**src/rtl/uart_pkg.sv**
```systemverilog
// Shared definitions for the uart_async block.
// Holds the frame size and the state encodings of the receive and transmit
// FSMs so the top level and the debug view in the interface agree on them.
package uart_pkg;

  localparam int DataBits = 8;

  typedef enum logic [2:0] {
    RxIdle,
    RxStart,
    RxData,
    RxStop,
    RxBreak
  } rx_state_e;

  typedef enum logic [2:0] {
    TxIdle,
    TxStart,
    TxData,
    TxStop
  } tx_state_e;

endpackage

```
**src/rtl/uart_async_if.sv**
```systemverilog
// Byte-side bus between uart_async and the serial controller.
//
// Handshake: every transfer is a one-cycle strobe with no back-pressure.
// The producer raises *_req for exactly one clk_i cycle with the byte valid
// in that same cycle; the consumer must take it then. On the transmit side
// tx_busy_o tells the controller when another request would be held or
// dropped, and a dropped request is reported by a one-cycle tx_ovf_o.
//
// Signals:
//   rx_req_o / rx_data_o / rx_err_o : received byte strobe, byte, framing error
//   tx_req_i / tx_data_i            : byte to send strobe and byte
//   tx_busy_o / tx_ovf_o            : transmitter busy, dropped-request strobe
//   rx_state / tx_state             : FSM state for observation only
// Modports: slave = the UART, master = the controller side.
interface uart_async_if;
  import uart_pkg::*;

  logic                rx_req_o;
  logic [DataBits-1:0] rx_data_o;
  logic                rx_err_o;
  logic                tx_req_i;
  logic [DataBits-1:0] tx_data_i;
  logic                tx_busy_o;
  logic                tx_ovf_o;
  rx_state_e           rx_state;
  tx_state_e           tx_state;

  modport slave (
    output rx_req_o, rx_data_o, rx_err_o, tx_busy_o, tx_ovf_o,
    output rx_state, tx_state,
    input  tx_req_i, tx_data_i
  );

  modport master (
    input  rx_req_o, rx_data_o, rx_err_o, tx_busy_o, tx_ovf_o,
    input  rx_state, tx_state,
    output tx_req_i, tx_data_i
  );

endinterface

```
**src/rtl/uart_async_sync_2ff.sv**
```systemverilog
// Two-flop synchronizer for a single asynchronous input.
// Ports:
//   clk_i  : destination clock
//   rst_ni : asynchronous active-low reset, both flops load ResetVal
//   d_i    : asynchronous input
//   q_o    : synchronized output
module sync_2ff #(
  parameter logic ResetVal = 1'b0
) (
  input  logic clk_i,
  input  logic rst_ni,
  input  logic d_i,
  output logic q_o
);

  logic meta_q;
  logic sync_q;

  always_ff @(posedge clk_i or negedge rst_ni) begin
    if (!rst_ni) begin
      meta_q <= ResetVal;
      sync_q <= ResetVal;
    end else begin
      meta_q <= d_i;
      sync_q <= meta_q;
    end
  end

  assign q_o = sync_q;

endmodule

```
**src/rtl/uart_async.sv**
```systemverilog
// Full-duplex 8N1 UART between the serial pins and the byte-wide strobe bus.
// Ports:
//   clk_i  : single clock, rising edge
//   rst_ni : asynchronous active-low reset
//   rx_i   : serial input, idle high, asynchronous to clk_i
//   tx_o   : serial output, idle high
//   bus    : byte-side strobes (see uart_async_if), slave modport
// Parameter ClkPerBit: clock cycles per serial bit, at least 4.
module uart_async
  import uart_pkg::*;
#(
  parameter int ClkPerBit = 104
) (
  input  logic         clk_i,
  input  logic         rst_ni,
  input  logic         rx_i,
  output logic         tx_o,
  uart_async_if.slave  bus
);

  localparam int CntW = $clog2(ClkPerBit);
  localparam int BitW = $clog2(DataBits);
  localparam logic [CntW-1:0] CntFull = CntW'(ClkPerBit - 1);
  localparam logic [CntW-1:0] CntHalf = CntW'(ClkPerBit / 2 - 1);
  localparam logic [BitW-1:0] BitLast = BitW'(DataBits - 1);

  // ---------------------------------------------------------------- receive
  logic                rx_s;
  logic                rx_s_q;
  logic                rx_fall;
  rx_state_e           rx_state_q, rx_state_d;
  logic [CntW-1:0]     rx_cnt_q, rx_cnt_d;
  logic [BitW-1:0]     rx_bit_q, rx_bit_d;
  logic [DataBits-1:0] rx_shift_q, rx_shift_d;
  logic [DataBits-1:0] rx_data_q, rx_data_d;
  logic                rx_req_q, rx_req_d;
  logic                rx_err_q, rx_err_d;

  sync_2ff #(.ResetVal(1'b1)) u_rx_sync (
    .clk_i  (clk_i),
    .rst_ni (rst_ni),
    .d_i    (rx_i),
    .q_o    (rx_s)
  );

  // rx_s_q resets high, so a line already low at reset release only counts
  // once the synchronizer has actually produced a high-to-low transition.
  assign rx_fall = rx_s_q & ~rx_s;

  always_ff @(posedge clk_i or negedge rst_ni) begin
    if (!rst_ni) begin
      rx_s_q     <= 1'b1;
      rx_state_q <= RxIdle;
      rx_cnt_q   <= '0;
      rx_bit_q   <= '0;
      rx_shift_q <= '0;
      rx_data_q  <= '0;
      rx_req_q   <= 1'b0;
      rx_err_q   <= 1'b0;
    end else begin
      rx_s_q     <= rx_s;
      rx_state_q <= rx_state_d;
      rx_cnt_q   <= rx_cnt_d;
      rx_bit_q   <= rx_bit_d;
      rx_shift_q <= rx_shift_d;
      rx_data_q  <= rx_data_d;
      rx_req_q   <= rx_req_d;
      rx_err_q   <= rx_err_d;
    end
  end

  always_comb begin
    rx_state_d = rx_state_q;
    rx_cnt_d   = rx_cnt_q;
    rx_bit_d   = rx_bit_q;
    rx_shift_d = rx_shift_q;
    rx_data_d  = rx_data_q;
    rx_req_d   = 1'b0;
    rx_err_d   = 1'b0;
    unique case (rx_state_q)
      RxIdle: begin
        if (rx_fall) begin
          rx_state_d = RxStart;
          rx_cnt_d   = CntHalf;
        end
      end
      RxStart: begin
        if (rx_cnt_q == '0) begin
          if (!rx_s) begin
            rx_state_d = RxData;
            rx_cnt_d   = CntFull;
            rx_bit_d   = '0;
          end else begin
            // Line went back high before mid start bit: treat as a glitch.
            rx_state_d = RxIdle;
          end
        end else begin
          rx_cnt_d = rx_cnt_q - 1'b1;
        end
      end
      RxData: begin
        if (rx_cnt_q == '0) begin
          rx_shift_d = {rx_s, rx_shift_q[DataBits-1:1]};
          rx_cnt_d   = CntFull;
          if (rx_bit_q == BitLast) begin
            rx_state_d = RxStop;
          end else begin
            rx_bit_d = rx_bit_q + 1'b1;
          end
        end else begin
          rx_cnt_d = rx_cnt_q - 1'b1;
        end
      end
      RxStop: begin
        if (rx_cnt_q == '0) begin
          if (rx_s) begin
            rx_data_d  = rx_shift_q;
            rx_req_d   = 1'b1;
            rx_state_d = RxIdle;
          end else begin
            rx_err_d   = 1'b1;
            rx_state_d = RxBreak;
          end
        end else begin
          rx_cnt_d = rx_cnt_q - 1'b1;
        end
      end
      RxBreak: begin
        // A low stop bit may be a break; wait for the line to recover so
        // the held-low period is not mistaken for a new start bit.
        if (rx_s) begin
          rx_state_d = RxIdle;
        end
      end
      default: rx_state_d = RxIdle;
    endcase
  end

  // --------------------------------------------------------------- transmit
  tx_state_e           tx_state_q, tx_state_d;
  logic [CntW-1:0]     tx_cnt_q, tx_cnt_d;
  logic [BitW-1:0]     tx_bit_q, tx_bit_d;
  logic [DataBits-1:0] tx_shift_q, tx_shift_d;
  logic                hold_full_q, hold_full_d;
  logic [DataBits-1:0] hold_data_q, hold_data_d;
  logic                tx_q, tx_d;
  logic                tx_busy_q, tx_busy_d;
  logic                tx_ovf_q, tx_ovf_d;
  logic                hold_take;

  always_ff @(posedge clk_i or negedge rst_ni) begin
    if (!rst_ni) begin
      tx_state_q  <= TxIdle;
      tx_cnt_q    <= '0;
      tx_bit_q    <= '0;
      tx_shift_q  <= '0;
      hold_full_q <= 1'b0;
      hold_data_q <= '0;
      tx_q        <= 1'b1;
      tx_busy_q   <= 1'b0;
      tx_ovf_q    <= 1'b0;
    end else begin
      tx_state_q  <= tx_state_d;
      tx_cnt_q    <= tx_cnt_d;
      tx_bit_q    <= tx_bit_d;
      tx_shift_q  <= tx_shift_d;
      hold_full_q <= hold_full_d;
      hold_data_q <= hold_data_d;
      tx_q        <= tx_d;
      tx_busy_q   <= tx_busy_d;
      tx_ovf_q    <= tx_ovf_d;
    end
  end

  always_comb begin
    tx_state_d  = tx_state_q;
    tx_cnt_d    = tx_cnt_q;
    tx_bit_d    = tx_bit_q;
    tx_shift_d  = tx_shift_q;
    hold_full_d = hold_full_q;
    hold_data_d = hold_data_q;
    tx_d        = tx_q;
    tx_ovf_d    = 1'b0;
    hold_take   = 1'b0;
    unique case (tx_state_q)
      TxIdle: begin
        if (bus.tx_req_i) begin
          tx_shift_d = bus.tx_data_i;
          tx_state_d = TxStart;
          tx_cnt_d   = CntFull;
          tx_d       = 1'b0;
        end
      end
      TxStart: begin
        if (tx_cnt_q == '0) begin
          tx_state_d = TxData;
          tx_cnt_d   = CntFull;
          tx_bit_d   = '0;
          tx_d       = tx_shift_q[0];
        end else begin
          tx_cnt_d = tx_cnt_q - 1'b1;
        end
      end
      TxData: begin
        if (tx_cnt_q == '0) begin
          tx_cnt_d = CntFull;
          if (tx_bit_q == BitLast) begin
            tx_state_d = TxStop;
            tx_d       = 1'b1;
          end else begin
            tx_bit_d   = tx_bit_q + 1'b1;
            tx_shift_d = {1'b0, tx_shift_q[DataBits-1:1]};
            tx_d       = tx_shift_d[0];
          end
        end else begin
          tx_cnt_d = tx_cnt_q - 1'b1;
        end
      end
      TxStop: begin
        if (tx_cnt_q == '0) begin
          if (hold_full_q) begin
            // Chain the held byte with no idle gap between frames.
            hold_take   = 1'b1;
            hold_full_d = 1'b0;
            tx_shift_d  = hold_data_q;
            tx_state_d  = TxStart;
            tx_cnt_d    = CntFull;
            tx_d        = 1'b0;
          end else begin
            tx_state_d = TxIdle;
          end
        end else begin
          tx_cnt_d = tx_cnt_q - 1'b1;
        end
      end
      default: tx_state_d = TxIdle;
    endcase

    // The holding slot frees up in the same cycle it is drained, so a
    // request landing exactly then is stored rather than dropped.
    if (bus.tx_req_i && (tx_state_q != TxIdle)) begin
      if (!hold_full_q || hold_take) begin
        hold_data_d = bus.tx_data_i;
        hold_full_d = 1'b1;
      end else begin
        tx_ovf_d = 1'b1;
      end
    end
  end

  assign tx_busy_d = (tx_state_d != TxIdle) || hold_full_d;

  // ---------------------------------------------------------------- outputs
  assign tx_o          = tx_q;
  assign bus.rx_req_o  = rx_req_q;
  assign bus.rx_data_o = rx_data_q;
  assign bus.rx_err_o  = rx_err_q;
  assign bus.tx_busy_o = tx_busy_q;
  assign bus.tx_ovf_o  = tx_ovf_q;
  assign bus.rx_state  = rx_state_q;
  assign bus.tx_state  = tx_state_q;

endmodule
```
**src/flat_wrapper.sv**
```systemverilog
// flat-port wrapper written by rule: the top's interface ports become plain ports
module uart_async_flat import uart_pkg::*;
#(
  parameter int ClkPerBit = 104
)
  (clk_i, rst_ni, rx_i, tx_o, bus_rx_req_o, bus_rx_data_o, bus_rx_err_o, bus_tx_busy_o, bus_tx_ovf_o, bus_rx_state, bus_tx_state, bus_tx_req_i, bus_tx_data_i);
  uart_async_if bus_i ();
  input  logic clk_i;
  input  logic rst_ni;
  input  logic rx_i;
  output logic tx_o;
  output wire logic [$bits(bus_i.rx_req_o)-1:0] bus_rx_req_o;
  output wire logic [$bits(bus_i.rx_data_o)-1:0] bus_rx_data_o;
  output wire logic [$bits(bus_i.rx_err_o)-1:0] bus_rx_err_o;
  output wire logic [$bits(bus_i.tx_busy_o)-1:0] bus_tx_busy_o;
  output wire logic [$bits(bus_i.tx_ovf_o)-1:0] bus_tx_ovf_o;
  output wire logic [$bits(bus_i.rx_state)-1:0] bus_rx_state;
  output wire logic [$bits(bus_i.tx_state)-1:0] bus_tx_state;
  input wire logic [$bits(bus_i.tx_req_i)-1:0] bus_tx_req_i;
  input wire logic [$bits(bus_i.tx_data_i)-1:0] bus_tx_data_i;
  assign bus_rx_req_o = bus_i.rx_req_o;
  assign bus_rx_data_o = bus_i.rx_data_o;
  assign bus_rx_err_o = bus_i.rx_err_o;
  assign bus_tx_busy_o = bus_i.tx_busy_o;
  assign bus_tx_ovf_o = bus_i.tx_ovf_o;
  assign bus_rx_state = bus_i.rx_state;
  assign bus_tx_state = bus_i.tx_state;
  assign bus_i.tx_req_i = bus_tx_req_i;
  assign bus_i.tx_data_i = bus_tx_data_i;
  uart_async #(.ClkPerBit(ClkPerBit)) u_core (.clk_i(clk_i), .rst_ni(rst_ni), .rx_i(rx_i), .tx_o(tx_o), .bus(bus_i));
endmodule
```
**config.mk**
```make
export PLATFORM = sky130hd
export DESIGN_NAME = uart_async_flat
export DESIGN_NICKNAME = d
export VERILOG_FILES = /design/src/rtl/uart_pkg.sv /design/src/rtl/uart_async_if.sv /design/src/rtl/uart_async_sync_2ff.sv /design/src/rtl/uart_async.sv /design/src/flat_wrapper.sv
export SDC_FILE = /design/constraint.sdc
export NUM_CORES = 1
export LEC_CHECK = 0
export CAP_MARGIN = 20
export CORE_MARGIN = 2
export CORE_UTILIZATION = 45
export DETAILED_ROUTE_END_ITERATION = 8
export MAX_ROUTING_LAYER = met4
export PLACE_DENSITY = 0.62
export RECOVER_POWER = 50
export SLEW_MARGIN = 20
export SYNTH_ARGS = -nofsm -noshare
export SYNTH_HDL_FRONTEND = slang
export SYNTH_HIERARCHICAL = 1
export SYNTH_SLANG_ARGS = --single-unit
```
**constraint.sdc**
```tcl
create_clock -name clk_i -period 3.9 [get_ports clk_i]
set_input_delay 0.39 -clock clk_i [delete_from_list [all_inputs] [get_ports clk_i]]
set_output_delay 0.39 -clock clk_i [all_outputs]
set_load 0.02 [all_outputs]
```
==> flow_summary_export.csv <==
group,metric,value,unit
die,core_area,7210,um2
clock_tree,cts_tree,"yes",
grt,first_global_vias,2291,
timing,min_period_over_period,0.635,
timing,timing.max_slew.rel_slack,-0.596,
pwr,p_leak,1.74,nW
worst_setup_path,start_kind,"flop",
synthesis,synth_edf_count,0,
synthesis,ys_ff_latch,67,
flow_run,cap_viol_max_count,1,
synthesis,synthMuxAreaShare,0.158,
grt,antenna_violations_before_repair,0,
layout,layout_common_cells,"63 x sky130_fd_sc_hd__dfrtp_1, 30 x sky130_fd_sc_hd__mux2_2, 23 x sky130_fd_sc_hd__nor2_1",
synthesis,yosys.area_share.xor_xnor,0.00528,
synthesis,mappedNetlistArea,3320,um2
synthesis,postSynthNetCount,323,
grt,grt_start_max_net_pins,46,
synthesis,async_reset_ff_frac,1.00,
hold_path,min_path_cells,0,
worst_setup_path,timing.critical_path.to_type,"flop",
pwr,clock_network_fraction_of_design_power,0.313,
timing,report.final.setup_viol,0,
synthesis,syn-instance-count,304,
routing,drc,0,
run_status,violated_checks,"capacitance limit, slew limit",
worst_setup_path,worstPathCellList,"nor2b_1 > nand4_1 > a21boi_1 > mux2_2",
placement,post-dp-hpwl,4380,um
worst_setup_path,critical_path_cell_count,4,
timing,final.hold.worst_slack,0.368,ns
worst_setup_path,worst_path_required_time,4.12,ns
routing,drt_iter0_drc,71,
synthesis,yosys_most_used_dff,"sky130_fd_sc_hd__dfrtp_1",
grt,grt_first_pass_wirelength,10900,um
timing,final_critical_path_setup_slack,1.42,ns
worst_setup_path,ff2ff_path_depth,4,
worst_setup_path,cpMaxStageDelayCell,"sky130_fd_sc_hd__dfrtp_1",
clock_tree,worst_setup_hold_path_clk_slew,0.08,ns
worst_setup_path,cp_max_fo,23,
pwr,internal-power,1.28,mW
clock_tree,cts_repair_resize_count,0,
routing,viasPerCell,5.28,
timing,skew,0.0106,ns
worst_setup_path,critPathMaxStageDelay,0.87,ns
die,placementRows,31,
die,initial_core_util,0.460,
clock_tree,cts.sinks,67,
worst_setup_path,reg2reg_setup_slack,1.42,ns
hold_path,holdCritPathClass,"flop to flop",
layout,finalNetCount,355,
pwr,comb_power_share,0.200,
layout,final_area,3910,um2
hold_path,worst_hold_startpoint,"u_core/u_rx_sync/meta_q$_DFF_PN1_",
timing,final_hold_viol_count,0,
pwr,p_sw_frac,0.299,
clock_tree,post_cts_hold_buffer_count,0,
synthesis,adder_cell_area_share_of_the_yosys_netlist,0.0264,
placement,routabilityCongestion,0.798,
clock_tree,cts_inserted_buffers,9,
worst_setup_path,worstReg2RegStart,"u_core/bus.tx_state[0]$_DFF_PN0_",
synthesis,synth-compound-area-share,0.135,
layout,multi_input_area,1530,um2
timing,timing_max_transition_violations_final,46,
die,floorplan.die.height,89.9,um
clock_tree,cts.path.max_buffers,2,
routing,antenna_violating_nets_post_route,0,
pwr,worst_ir_drop_vdd,0.000203,V
placement,placed_area,3700,um2
clock_tree,clock_tree.htree_level_count,3,
layout,post_route_cells_drive_above_1_share,0.167,
layout,areaGrowthSynthToFinish,17.7,%
timing,final.setup.tns,0,ns
pwr,power.sequential.fraction,0.488,
clock_tree,cts.repair_timing.setup_buffer_count,0,
die,io_pins,31,
timing,final_period_minus_worst_setup_slack,2.48,ns
worst_setup_path,cp_data_arrival_time,2.69,ns
clock_tree,cts-root-buf,"sky130_fd_sc_hd__clkbuf_8",
timing,max_freq,0.404,GHz
die,die_width,89.9,um
worst_setup_path,r2r-end,"u_core/hold_data_q[1]$_DFFE_PN0P_",
layout,num_antenna_cells,0,
layout,sequential_cell_area,1680,um2
timing,rsz0062_at_grt,"no",
pwr,report.power.total,1.83,mW
clock_tree,clock_insertion_delay_worst_skew,0.34,ns
synthesis,synth_seq_area_share,0.507,
synthesis,average_cell_area_after_synthesis,10.9,um2
placement,place.port_buffers,30,
hold_path,hold_path_end,"u_core/u_rx_sync/q_o$_DFF_PN1_",
routing,finalWirelength,6290,um
synthesis,synth-warning-count,6,
grt,gr-usage-all-layers,0.171,
worst_setup_path,worst_path_dominant_cell_family,"flip-flops",
routing,drt-wirelength-per-cell,14.3,um
pwr,cellPowerDensity,469,nW/um2
synthesis,largest_family_of_logic_cells_by_synthesized_area,"multiplexers",
run_status,outcome,"complete, but fails checks",
die,floorplan.die_area,8080,um2
placement,dp_worst_setup_slack,1.36,ns
worst_setup_path,critical_path_buf_inv_count,0,
grt,globalRoute.totalOverflow,0,
layout,n_fill_cell,659,
worst_setup_path,path_class,"flop to flop",
synthesis,post_synth_and_or_nand_nor_area_fraction,0.135,
routing,drt_pass1_iterations,4,
pwr,power.switching,548,uW
synthesis,yosys.cell_types.count,54,
layout,layout_commonest_cell,"sky130_fd_sc_hd__dfrtp_1",
timing,worst-slew-pin-transition,2.39,ns
routing,via_count,2325,
## synth_stat cells, types with 2 or more instances
cell type | n | share of area
sky130_fd_sc_hd__dfrtp_1 | 63 | 0.48
sky130_fd_sc_hd__nand2b_1 | 6 | 0.011
sky130_fd_sc_hd__o21ai_0 | 7 | 0.011
sky130_fd_sc_hd__clkbuf_1 | 7 | 0.0079
sky130_fd_sc_hd__o22ai_1 | 3 | 0.0057
sky130_fd_sc_hd__inv_1 | 18 | 0.020
sky130_fd_sc_hd__nor3b_1 | 3 | 0.0068
sky130_fd_sc_hd__nand4_1 | 5 | 0.0094
sky130_fd_sc_hd__nand2_1 | 20 | 0.023
sky130_fd_sc_hd__a211o_1 | 2 | 0.0053
sky130_fd_sc_hd__ha_1 | 7 | 0.026
sky130_fd_sc_hd__dfstp_2 | 4 | 0.032
sky130_fd_sc_hd__o31a_1 | 3 | 0.0079
sky130_fd_sc_hd__nand3_1 | 4 | 0.0060
sky130_fd_sc_hd__a21oi_1 | 16 | 0.024
sky130_fd_sc_hd__a31oi_1 | 2 | 0.0038
sky130_fd_sc_hd__a221oi_1 | 6 | 0.016
sky130_fd_sc_hd__o22a_1 | 2 | 0.0053
sky130_fd_sc_hd__and2_1 | 2 | 0.0038
sky130_fd_sc_hd__nor2b_1 | 7 | 0.013
sky130_fd_sc_hd__nor2_1 | 23 | 0.026
sky130_fd_sc_hd__nand3b_1 | 2 | 0.0045
sky130_fd_sc_hd__mux2_2 | 30 | 0.10
sky130_fd_sc_hd__or3_1 | 3 | 0.0057
sky130_fd_sc_hd__o21a_1 | 2 | 0.0045
sky130_fd_sc_hd__o21ba_2 | 2 | 0.0060
sky130_fd_sc_hd__o31ai_1 | 5 | 0.011
sky130_fd_sc_hd__nor3_1 | 8 | 0.012
sky130_fd_sc_hd__mux2i_1 | 17 | 0.051
## stage by stage
stage | instances | util
3_5_place_dp | 424 | 0.514
4_1_cts | 440 | 0.542
2_1_floorplan | 304 | -
5_1_grt | 440 | 0.541
6_report | 440 | 0.541
3_3_place_gp | 424 | 0.514
## power by group through the flow
stage | clock (mW) | combinational [mW] | sequential, mW
finish | 0.573 | 0.366 | 0.894
detailed placement | 0 | 0.368 | 0.908
global placement | 0 | 0.359 | 0.903
CTS | 0.594 | 0.370 | 0.894
global route | 0.633 | 0.409 | 0.913
floorplan | 0 | 0.282 | 0.878
## how the worst max path moves through the flow
stage / from / to / slack (ns)
6_report: u_core/bus.tx_state[0]$_DFF_PN0_ / u_core/hold_data_q[1]$_DFFE_PN0P_ / 1.42
4_1_cts: u_core/bus.tx_state[0]$_DFF_PN0_ / u_core/hold_data_q[1]$_DFFE_PN0P_ / 1.33
2_1_floorplan: u_core/tx_cnt_q[3]$_DFFE_PN0P_ / u_core/tx_shift_q[7]$_DFFE_PN0P_ / 1.65
3_3_place_gp: u_core/bus.tx_state[0]$_DFF_PN0_ / u_core/hold_data_q[0]$_DFFE_PN0P_ / 1.44
5_1_grt: u_core/bus.tx_state[0]$_DFF_PN0_ / u_core/hold_data_q[1]$_DFFE_PN0P_ / 1.21
3_5_place_dp: u_core/bus.tx_state[0]$_DFF_PN0_ / u_core/hold_data_q[1]$_DFFE_PN0P_ / 1.36
## per-layer routing
metal	vias up	track usage	wire [um]
li1	1161	-	-
met1	1124	0.219	3060
met2	36	0.268	2930
met3	4	0.0444	226
met4	0	0.0603	73
met5	-	-	0
## sequential cells by signal, summed over array words and instances, names as in the netlist, 3 cells and up
signal	flops
u_core/bus.rx_data_o	8
u_core/bus.rx_state	3
u_core/bus.tx_state	3
u_core/hold_data_q	8
u_core/rx_bit_q	3
u_core/rx_cnt_q	7
u_core/rx_shift_q	8
u_core/tx_bit_q	3
u_core/tx_cnt_q	7
u_core/tx_shift_q	8
## area by class of cell
class                      instances  area share
clock inverter                     6      0.0167
clock buffer                      10      0.0352
sequential                        67       0.430
tap                               99      0.0317
multi-input combinational        209       0.391
timing repair buffer              31      0.0772
inverter                          18      0.0173
## cells by family after synthesis
group,after synthesis
multiplexers,48
AND/OR/NAND/NOR,89
flip-flops,67
adder cells (fa/ha/maj),7
other,1
AO/OA/AOI/OAI,62
XOR/XNOR,2
buffers and inverters,28
Power figures use the tool's default switching activity.
==> RTL change, RTL diff (same settings) <==
`ClkPerBit` is set to 104 in 2 places; all go to 208.
--- a/src/rtl/uart_async.sv
+++ b/src/rtl/uart_async.sv
@@ -11,3 +11,3 @@
 #(
-  parameter int ClkPerBit = 104
+  parameter int ClkPerBit = 208
 ) (
--- a/src/flat_wrapper.sv
+++ b/src/flat_wrapper.sv
@@ -3,3 +3,3 @@
 #(
-  parameter int ClkPerBit = 104
+  parameter int ClkPerBit = 208
 )
Formal check against the unedited RTL: same outputs for any inputs over 10 cycles, from zero or initial values and one cycle with rst_ni low; that may be too few to reach the edited logic, so the function may still have changed.
==> RTL change against the original RTL <==
  * Worst setup slack worse by 0.21 ns
  * Cell area is 4.3% higher
  * Routed wire length is 1.7% higher
  * Synthesized area is 5.5% higher
  * Power is 4.3% higher
  * Die area is 5.3% higher
  * Hold slack worse by 0.0075 ns
  * Sequential cell count is 2 higher
  * Largest power group unchanged
==> RTL change: results (changes against the original RTL) <==
sta:
  clock_skew_ns: 0.00531  # -0.00527 ns
  whs_ns: 0.361  # -0.00749 ns
setup_path:
  rr_worst_depth: 6  # +2
  path_max_fanout: 12  # -48%
  endpoint: "u_core/bus.rx_data_o[5]$_DFFE_PN0P_"
  r2r-start: "u_core/rx_cnt_q[0]$_DFFE_PN0P_"
  rrSetupSlack_ns: 1.21  # -0.21 ns
final_layout:
  multi_input_gates: 220  # +5.3%
  buffer_area_share_pct: 7.34  # -0.38 points
  seq_cells: 69  # +3.0%
  area.sequential_mm2: 0.00173  # +3.0%
  stdcell_area_mm2: 0.00407  # +4.3%
  fillCellCount: 668  # +1.4%
  drive_gt1_share_pct: 16.4  # -0.33 points
  multi_input_area_share_pct: 40.3  # +1.1 points
power_and_ir_drop:
  irDropWorstVdd_mv: 0.256  # +26%
global_routing:
  met2_usage_pct: 25.7  # -1.0 points
  grt_first_pass_wirelength_um: 11300  # +4.1%
  met1_usage_pct: 22.4  # +0.52 points
synth:
  synthCells: 321  # +5.6%
  synth-seq-area-share_pct: 49.4  # -1.2 points
  synth_area_per_cell_um2: 10.9  # about the same
run_status:
  outcome: "completed"
drt:
  drtIter0Drc: 121  # +70%
  via_count: 2437  # +4.8%
  wl_met1_um: 3090  # +0.82%
placement:
  gp_congestion: 0.861  # +7.9%
  post_dp_cell_area_mm2: 0.00387  # +4.5%
  dp_cells: 440  # +3.8%
RTL change: cell count changes after synthesis, sizes merged, moves of 3 or more:
cell and change:
mux2 -4, o22ai -3, o31a -3, o21ai +6
nor2b -4, nand2b -3, o31ai +3, o41ai +4
a221oi -5, nand4 -4, nor2 +9, buf +3
a21oi +3
RTL change: cells by family (layout without fill, tap and decap cells):
family	count (synthesis)	after routing	synth area share [%]
simple gates	95	95	14.4
flops	69	69	49.4
compound gates	68	68	14.0
mux	46	46	15.1
buf+inv	32	65	3.72
fa+ha+maj	7	7	2.50
xor+xnor	3	3	0.750
other cells	1	1	0.107
RTL change: critical path, stage by stage, from the launching register on:
cell and delay (ns):
dfrtp_1 0.43, inv_1 0.10, ha_1 0.16, nor3b_1 0.52, and2_1 0.48, and3_1 0.49, mux2_2 0.39
RTL change: power breakdown:
group,internal (uW),switching (uW),leakage [uW]
Sequential,800,108,0.000867
Clock,305,297,0.0000984
Combinational,179,221,0.000891
